File: src/rtl/demux_8_32bit_reg.sv
// Registered 1-to-8 demultiplexer: steers one input word per handshake into one of
// eight single-entry holding slots (or all of them on broadcast), each draining by valid/ready.
module demux_8_32bit_reg #(
    parameter int WIDTH = 32
) (
    input  logic               clk,
    input  logic               rst,
    input  logic               in_valid,
    output logic               in_ready,
    input  logic [2:0]         in_ch,
    input  logic               in_bcast,
    input  logic [WIDTH-1:0]   in_data,
    output logic [7:0]         out_valid,
    input  logic [7:0]         out_ready,
    output logic [8*WIDTH-1:0] out_data,
    output logic [15:0]        acc_cnt
);

    // Same 3-to-8 truth table as the companion select mux.
    function automatic logic [7:0] decode_3to8(input logic [2:0] sel);
        logic [7:0] onehot;
        case (sel)
            3'd0:    onehot = 8'b0000_0001;
            3'd1:    onehot = 8'b0000_0010;
            3'd2:    onehot = 8'b0000_0100;
            3'd3:    onehot = 8'b0000_1000;
            3'd4:    onehot = 8'b0001_0000;
            3'd5:    onehot = 8'b0010_0000;
            3'd6:    onehot = 8'b0100_0000;
            default: onehot = 8'b1000_0000;
        endcase
        return onehot;
    endfunction

    logic [7:0]       r_full;
    logic [WIDTH-1:0] r_data [8];
    logic [15:0]      r_acc_cnt;

    logic [7:0]       w_target;
    logic [7:0]       w_free;
    logic [7:0]       w_pop;
    logic [7:0]       w_write;
    logic             w_accept;

    assign w_target = in_bcast ? 8'hFF : decode_3to8(in_ch);
    assign w_pop    = r_full & out_ready;
    // A draining slot counts as free, so it can be refilled on the same edge.
    assign w_free   = ~r_full | out_ready;

    // Broadcast needs every slot free at once; it is never partially written.
    assign in_ready = in_bcast ? (&w_free) : w_free[in_ch];
    assign w_accept = in_valid & in_ready;
    assign w_write  = w_accept ? w_target : 8'h00;

    always_ff @(posedge clk or posedge rst) begin
        if (rst) begin
            r_full <= 8'h00;
        end else begin
            for (int i = 0; i < 8; i++) begin
                if (w_write[i]) begin
                    r_full[i] <= 1'b1;
                end else if (w_pop[i]) begin
                    r_full[i] <= 1'b0;
                end
            end
        end
    end

    // Data is held (not cleared) on pop; only reset zeroes it.
    always_ff @(posedge clk or posedge rst) begin
        if (rst) begin
            for (int i = 0; i < 8; i++) begin
                r_data[i] <= '0;
            end
        end else begin
            for (int i = 0; i < 8; i++) begin
                if (w_write[i]) begin
                    r_data[i] <= in_data;
                end
            end
        end
    end

    always_ff @(posedge clk or posedge rst) begin
        if (rst) begin
            r_acc_cnt <= 16'h0000;
        end else if (w_accept) begin
            r_acc_cnt <= r_acc_cnt + 16'h0001;
        end
    end

    assign out_valid = r_full;
    assign acc_cnt   = r_acc_cnt;

    for (genvar g = 0; g < 8; g++) begin : g_slice
        assign out_data[g*WIDTH +: WIDTH] = r_data[g];
    end

endmodule
File: config.mk
export PLATFORM = sky130hd
export DESIGN_NAME = demux_8_32bit_reg
export DESIGN_NICKNAME = d
export VERILOG_FILES = /design/src/rtl/demux_8_32bit_reg.sv
export SDC_FILE = /design/constraint.sdc
export NUM_CORES = 1
export LEC_CHECK = 0
export CAP_MARGIN = 10
export CORE_UTILIZATION = 45
export CTS_BUF_LIST = sky130_fd_sc_hd__clkbuf_4 sky130_fd_sc_hd__clkbuf_8 sky130_fd_sc_hd__clkbuf_16
export DETAILED_ROUTE_END_ITERATION = 12
export MAX_ROUTING_LAYER = met4
export PLACE_DENSITY_LB_ADDON = 0.08
export SKIP_LAST_GASP = 1
export SLEW_MARGIN = 20
export SYNTH_ARGS = -nofsm -noshare
export SYNTH_HDL_FRONTEND = slang
export SYNTH_SLANG_ARGS = --single-unit
File: constraint.sdc
create_clock -name clk -period 17.6 [get_ports clk]
set_clock_uncertainty 0.2 [all_clocks]
set_input_delay 2.64 -clock clk [delete_from_list [all_inputs] [get_ports clk]]
set_output_delay 2.64 -clock clk [all_outputs]
set_load 0.02 [all_outputs]
==> impl_summary.txt, run 1 <==
----------------------------------------------------
[Synth]
  Seq/Total Area, Yosys ... between 60% and 70%
  Synthesized-area fraction occupied by xor and xnor cells ... roughly 1.2%
  Number of standard cells after synthesis ... about 660
  EDFF count, synth ... 0
  Main synth FF type ... sky130_fd_sc_hd__dfrtp_1
  Post-synthesis compound-gate area fraction ... about 1.1%
  Syn. warnings ... 0
  Netlist Area Pre-Place ... roughly 11,000 µm²
  Share of synthesized flip-flops with an asynchronous set or reset ... 100.0%
  Cell taking the most area after synthesis ... sky130_fd_sc_hd__dfrtp_1
  Post-synthesis adder-cell area fraction ... less than 1%
  Most frequent cells after synthesis ... sky130_fd_sc_hd__dfrtp_1 (280), sky130_fd_sc_hd__mux2_2 (170), sky130_fd_sc_hd__mux2_4 (87)
  Top cell type's share of synthesized area ... roughly 63%
  Most area-consuming cells after synthesis ... sky130_fd_sc_hd__dfrtp_1 (63%), sky130_fd_sc_hd__mux2_2 (17%), sky130_fd_sc_hd__mux2_4 (12%), sky130_fd_sc_hd__buf_12 (1.8%), sky130_fd_sc_hd__xnor2_1 (1.1%)
  Basic-gate share of the synthesized area counting and, or, nand and nor cells ... between 3 and 4%
  Average size of a mapped cell ... about 17 µm²
  Multiplexer fraction of the synthesized cell area ... 28.74%
  Yosys reg bits ... 280
  Most frequent cell after synthesis ... sky130_fd_sc_hd__dfrtp_1
  Dominant combinational cell family by area after synthesis ... multiplexers
  Synth Net Count ... a little over 700
  Number of distinct library cell variants in the gate-level netlist after synthesis ... 36

[Global route]
  Global-route wire length before repair ... between 40,000 and 50,000 µm
  Number of global-route vias before repair ... ~7,200
  GRT Total Usage ... roughly 23%
  Number of antenna violations at the first check in global routing ... 0
  Maximum number of pins on one net before global-route repair ... about 160
  Overall overflow remaining after global route ... 0

[Run status]
  Result of the run ... finished clean

[Pwr]
  PwrDens ... roughly 170 nW/µm²
  Leakage dissipation ... 6.934 nW
  Design Power ... around 0.0027 W
  Maximum VDD drop ... around 110 µV

[CTS]
  Maximum level of the CTS H-tree ... 1
  Number of clock sinks ... 280
  Clock slew seen by the registers of the worst setup and hold paths ... 0.06 ns
  Clock root cell ... sky130_fd_sc_hd__clkbuf_16
  CTS buffer count ... 30
  Worst-Skew Late Latency ... 0.54 ns
  Setup Fix Bufs, Post-CTS ... 0
  Maximum root-to-sink buffer count ... 3
  Hold buffer count at cts ... 0
  Clock tree from TritonCTS ... done
  # resized after CTS ... 0

[STA]
  Post-route minimum period ... between 7 and 8 ns
  Unrepaired setup endpoints after global routing ... no
  Maximum clock frequency ... 0.1323 GHz
  Total negative setup slack ... 0 ns
  Part of the cycle the worst path needs ... 42.95%
  Final hold vios ... 0
  Tightest slew margin relative to the limit ... just under 40%
  Final worst slack ... around 10 ns
  Tightest hold margin ... between 0.2 and 0.3 ns
  Transition time of the tightest slew-check pin ... 0.9175 ns
  Setup violators final ... 0
  Final number of max-transition violations ... 0

[Setup path]
  R2R depth ... 8
  R2R setup slack ... around 15 ns
  Chain of cells forming the critical path ... clkdlybuf4s50_1 -> o21ai_0 -> and3_1 -> clkdlybuf4s50_1
  Worst setup path end ... in_ready
  Maximum fanout count along the critical path ... 10
  Data required time of the critical path ... around 15 ns
  Worst reg2reg path startpoint ... out_valid[5]
  Reg2Reg Capture Point ... out_data[97]
  Sort of element at the start of the critical path ... primary input
  Delay of the slowest cell on the worst path ... ~1.0 ns
  Arrival time reported for the critical path endpoint ... between 4 and 5 ns
  Source of the critical timing path ... in_bcast
  Critical-path top delay cell ... sky130_fd_sc_hd__clkdlybuf4s50_1
  Kind of capture point of the worst setup path ... output port
  Most prevalent standard cell on the critical path ... sky130_fd_sc_hd__clkdlybuf4s50_1
  Worst setup path category ... in -> out

[Routing]
  Total via count in the routed design ... 6,747
  Number of violations reported at the end of detailed-routing iteration 0 ... between 300 and 400
  Iteration count of the initial detailed-routing pass ... 4
  Total wire length ... approximately 28,000 µm
  Post-route antenna net violation count ... 0
  Routed vias/inst ... 5.020
  Routed WL per cell ... 20.73 µm
  Detailed-route DRC error count ... 0

[Floorplanning]
  Core area ... ~24,000 µm²
  IO Pins ... 328
  Die Area ... 25,540 µm²
  Starting utilization of the core area ... 45.95%
  Die boundary height ... ~160 µm
  Width of the chip ... around 160 µm
  Num rows ... 57

[Placed design]
  Port Buf Inserts ... 327
  Worst slack, placed ... around 10 ns
  HPWL after DPL ... 17,860 µm
  Cell Area, Placed ... 14,680 µm²
  RD Place Congestion ... 0.8406

[Run]
  Max-cap viol count ... 0

[Finish]
  Fillers ... about 1,900
  Antenna diode count ... 0
  Synthesis-to-layout area growth ... 40.43%
  Register area ... ~7000 µm²
  Proportion of layout cells with a drive suffix above 1 ... between 30% and 40%
  Finished Cell Area ... roughly 16,000 µm²
  Net count, final ... 1,044
  Multi-input logic area ... a little under 4000 µm²

[Worst hold path]
  Startpoint of the most critical hold path ... acc_cnt[15]
  Hold Crit Class ... reg -> reg

----------------------------------------------------
[cells by family after synthesis]
| family | count (synthesis) |
|---|---|
| flip-flops | 280 |
| adder cells (fa/ha/maj) | 1 |
| XOR/XNOR | 15 |
| AO/OA/AOI/OAI | 13 |
| multiplexers | 257 |
| AND/OR/NAND/NOR | 59 |
| buffers and inverters | 32 |
[power by group]
group	leakage (nW)	internal, W	total, W	switching (W)
Sequential	3.33	0.000847	0.000958	0.000111
Combinational	3.06	0.000550	0.00104	0.000493
Clock	0.541	0.000400	0.000650	0.000251
[state kept, by name (all words and copies together), names as in the netlist]
register and cells:
out_data 256, acc_cnt 16, out_valid 8
[cell usage in the layout, fill, tap and decap left out, types with 2 or more instances in the layout]
cell	Yosys	layout
sky130_fd_sc_hd__clkdlybuf4s50_1	0	327
sky130_fd_sc_hd__dfrtp_1	280	280
sky130_fd_sc_hd__mux2_2	170	170
sky130_fd_sc_hd__mux2_4	87	87
sky130_fd_sc_hd__clkbuf_16	0	31
sky130_fd_sc_hd__clkbuf_8	0	15
sky130_fd_sc_hd__xnor2_1	14	14
sky130_fd_sc_hd__nand2_1	10	10
sky130_fd_sc_hd__nand3_1	9	9
sky130_fd_sc_hd__buf_4	12	9
sky130_fd_sc_hd__nand2b_1	8	8
sky130_fd_sc_hd__o21ai_4	3	7
sky130_fd_sc_hd__and3_1	7	7
sky130_fd_sc_hd__clkinv_2	0	7
sky130_fd_sc_hd__nand4_1	6	6
sky130_fd_sc_hd__and4_1	4	4
sky130_fd_sc_hd__nor2_1	3	3
sky130_fd_sc_hd__nor3b_1	2	2
sky130_fd_sc_hd__or2_2	2	2
sky130_fd_sc_hd__nand4bb_1	2	2
sky130_fd_sc_hd__clkbuf_4	0	2
[critical path, delay by kind of cell]
| family | cells | cell delay, ns |
|---|---|---|
| buffers and inverters | 2 | 1.54 |
| AO/OA/AOI/OAI | 1 | 0.28 |
| AND/OR/NAND/NOR | 1 | 0.25 |
[worst min path at each step]
stage / slack, ns / cells after the start / endpoint
finish: 0.28 / 1 / acc_cnt[15]
global route: 0.31 / 1 / acc_cnt[5]
CTS: 0.28 / 1 / acc_cnt[15]
detailed placement: 0.27 / 1 / acc_cnt[15]
global placement: 0.27 / 1 / acc_cnt[15]
floorplan: 0.38 / 1 / acc_cnt[15]
[through the flow]
stage	util [%]	cells
5_1_grt	64.52	1344
4_1_cts	64.52	1344
6_report	64.52	1344
2_1_floorplan	-	657
3_5_place_dp	60.17	1288
3_3_place_gp	60.17	1288
[area by class of cell]
class,instances,area share (%)
clock inverter,8,0.4134
timing repair buffer,337,21.35
inverter,2,0.09540
multi-input combinational,345,24.70
clock buffer,48,6.336
tap,324,2.576
sequential,280,44.52
[routing by layer]
layer | GRT usage, % | routed length [µm]
met5 | - | 0
met4 | 6.407 | 766
met3 | 6.779 | 2122
met2 | 35.03 | 12950
met1 | 29.30 | 12020
(Power assumes the default switching activity.)
==> run 2, diff against run 1 <==
--- a/config.mk
+++ b/config.mk
@@ -6,7 +6,7 @@
 export NUM_CORES = 1
 export LEC_CHECK = 0
 export CAP_MARGIN = 10
-export CORE_UTILIZATION = 45
+export CORE_UTILIZATION = 43
 export CTS_BUF_LIST = sky130_fd_sc_hd__clkbuf_4 sky130_fd_sc_hd__clkbuf_8 sky130_fd_sc_hd__clkbuf_16
 export DETAILED_ROUTE_END_ITERATION = 12
 export MAX_ROUTING_LAYER = met4
==> constraint.sdc (replaced) <==
create_clock -name clk -period 6.9 [get_ports clk]
set_clock_uncertainty 0.2 [all_clocks]
set_input_delay 1.035 -clock clk [delete_from_list [all_inputs] [get_ports clk]]
set_output_delay 1.035 -clock clk [all_outputs]
set_load 0.02 [all_outputs]
==> run 2 against run 1 <==
  * Largest power group unchanged
  * Sequential power grew to 2.6 times the previous value
  * Cell area is 0.41% lower
  * Clock power is 140% higher
  * Largest cell class unchanged
  * Flip-flop and latch count stayed put
  * Die area is 4.6% higher
==> impl_summary.txt, run 2 (same netlist as run 1, synthesis figures left out) <==
----------------------------------------------------
[Placed design]
  Port Buf Inserts ... 327 (unchanged)
  HPWL after DPL ... 18,830 µm (+5.4%)
  RD Place Congestion ... 0.8308 (-1.2%)

[Global route]
  GRT Total Usage ... 22.11% (-0.66 points)
  Maximum number of pins on one net before global-route repair ... 69 (-56%)
  Global-route wire length before repair ... 43,560 µm (about the same)
  Number of global-route vias before repair ... 7,175 (-0.33%)
  Overall overflow remaining after global route ... 0 (unchanged)
  Number of antenna violations at the first check in global routing ... 0 (unchanged)

[Setup path]
  Reg2Reg Capture Point ... out_data[169]
  Worst reg2reg path startpoint ... out_valid[4]
  Data required time of the critical path ... 5.66 ns (-9.10 ns)
  Chain of cells forming the critical path ... clkdlybuf4s50_1 -> o21ai_0 -> and3_1 -> clkdlybuf4s50_1
  Sort of element at the start of the critical path ... primary input
  Delay of the slowest cell on the worst path ... 0.99 ns (-0.02 ns)
  Worst path buffer plus inverter count ... 2 (unchanged)
  Critical-path top delay cell ... sky130_fd_sc_hd__clkdlybuf4s50_1
  Family of cells with the greatest summed delay on the critical path ... buffers and inverters
  Maximum fanout count along the critical path ... 10 (unchanged)
  Worst setup path category ... in -> out
  R2R depth ... 7 (-1)
  R2R setup slack ... 3.86 ns (-10.76 ns)
  Kind of capture point of the worst setup path ... output port
  Most prevalent standard cell on the critical path ... sky130_fd_sc_hd__clkdlybuf4s50_1
  Arrival time reported for the critical path endpoint ... 3.12 ns (-1.60 ns)

[Finish]
  Synthesis-to-layout area growth ... 39.85%
  Commonest cells after routing, fill and taps aside ... sky130_fd_sc_hd__clkdlybuf4s50_1 (327), sky130_fd_sc_hd__dfrtp_1 (280), sky130_fd_sc_hd__mux2_2 (170)
  Flip-flop count of the largest register after layout ... 256 (unchanged)
  Net count, final ... 1,047 (+0.29%)
  Final design utilization ... 61.70% (-2.8 points)
  Commonest non-fill, non-tap cell in the layout ... sky130_fd_sc_hd__clkdlybuf4s50_1
  Antenna diode count ... 0 (unchanged)
  Proportion of layout cells with a drive suffix above 1 ... 32.97% (+0.23 points)

[Floorplanning]
  Die Area ... 26,710 µm² (+4.6%)
  Core area ... 25,400 µm² (+4.1%)
  IO Pins ... 328 (unchanged)
  Num rows ... 58 (+1.8%)
  Width of the chip ... 163.4 µm (+2.3%)
  Die boundary height ... 163.4 µm (+2.3%)
  Starting utilization of the core area ... 44.12% (-1.8 points)

[STA]
  Post-route minimum period ... around 4.4 ns
  Maximum clock frequency ... about 0.23 GHz
  Tightest slew margin relative to the limit ... 38.70% (+0.098 points)
  Total negative setup slack ... 0 ns (unchanged)
  Final hold vios ... 0 (unchanged)
  Part of the cycle the worst path needs ... 63.18%
  Transition time of the tightest slew-check pin ... 0.9195 ns (+0.002002 ns)
  Setup violators final ... 0 (unchanged)
  Unrepaired setup endpoints after global routing ... no
  Final number of max-transition violations ... 0 (unchanged)

[Routing]
  Iteration count of the initial detailed-routing pass ... 4 (unchanged)
  Total via count in the routed design ... 6,805 (+0.86%)
  Number of violations reported at the end of detailed-routing iteration 0 ... 346 (-4.9%)
  Routed WL per cell ... 21.21 µm (+2.3%)
  Routed vias/inst ... 5.033 (+0.26%)
  Total wire length ... 28,670 µm (+2.9%)
  Post-route antenna net violation count ... 0 (unchanged)
  Detailed-route DRC error count ... 0 (unchanged)

[Pwr]
  PwrDens ... 424.9 nW/µm² (+150%)
  Leakage dissipation ... 6.905 nW (-0.42%)
  Maximum VDD drop ... 221.3 µV (+100%)

[CTS]
  Number of clock sinks ... 280 (unchanged)
  Maximum level of the CTS H-tree ... 1 (unchanged)
  # resized after CTS ... 0 (unchanged)
  Setup Fix Bufs, Post-CTS ... 0 (unchanged)
  Hold buffer count at cts ... 0 (unchanged)
  Worst-Skew Late Latency ... 0.54 ns (about the same)
  Clock tree from TritonCTS ... done
  CTS buffer count ... 30 (unchanged)
  Clock root cell ... sky130_fd_sc_hd__clkbuf_16
  Clock slew seen by the registers of the worst setup and hold paths ... 0.06 ns (about the same)
  Maximum root-to-sink buffer count ... 3 (unchanged)

[Run status]
  Result of the run ... finished clean

[Worst hold path]
  Sink of the worst hold path ... acc_cnt[15]
  Startpoint of the most critical hold path ... acc_cnt[15]
  Hold Crit Class ... reg -> reg
  Worst hold stages ... 1 (unchanged)

[Run]
  Max-cap viol count ... 0 (unchanged)

----------------------------------------------------
run 2: cell type report:
| cell class | instances | area [µm²] |
|---|---|---|
| timing repair buffer | 340 | 3371 |
| sequential | 280 | 7007 |
| clock buffer | 43 | 922.1 |
| inverter | 2 | 11.26 |
| clock inverter | 12 | 60.06 |
| multi-input combinational | 345 | 3889 |
| tap | 330 | 412.9 |
| fill | 1996 | 9727 |
run 2: worst max path at each step:
| stage | startpoint | end | slack (ns) | cells past startpoint |
|---|---|---|---|---|
| CTS | in_bcast | in_ready | 2.55 | 4 |
| global route | in_bcast | in_ready | 2.45 | 4 |
| finish | in_bcast | in_ready | 2.54 | 4 |
| detailed placement | in_bcast | out_data[166] | 2.01 | 7 |
| global placement | in_bcast | out_data[176] | 2.06 | 7 |
| floorplan | rst | acc_cnt[0] | 1.96 | 1 |
run 2: layer usage:
metal	share of wire, %	vias up	GRT usage [%]
li1	-	3021	-
met5	0	-	-
met2	47	225	34.21
met4	2.5	0	6.287
met1	43	3514	28.38
met3	7.3	45	6.094
run 2: metrics by stage:
step	cells	setup slack (ns)	hold WS, ns	area [µm²]	power, W
floorplan	657	1.958	0.3823	11210	0.003813
global placement	1297	2.059	0.2665	14690	0.005109
detailed placement	1297	2.014	0.2639	14690	0.005140
CTS	1352	2.547	0.2756	15670	0.006739
global route	1352	2.452	0.3078	15670	0.006956
finish	1352	2.541	0.2682	15670	0.006660
run 2: power by group:
group	switching [W]	internal, W
clock	0.000642	0.000922
sequential	0.000288	0.00216
combinational	0.00125	0.00140
total	0.00218	0.00448
run 2: worst reg2reg max path, delay by kind of cell (launching register included):
family          cells  cell delay [ns]
flops               1             0.41
mux                 1             0.33
buf+inv             1             0.37
simple gates        3             0.94
compound gates      2             0.67
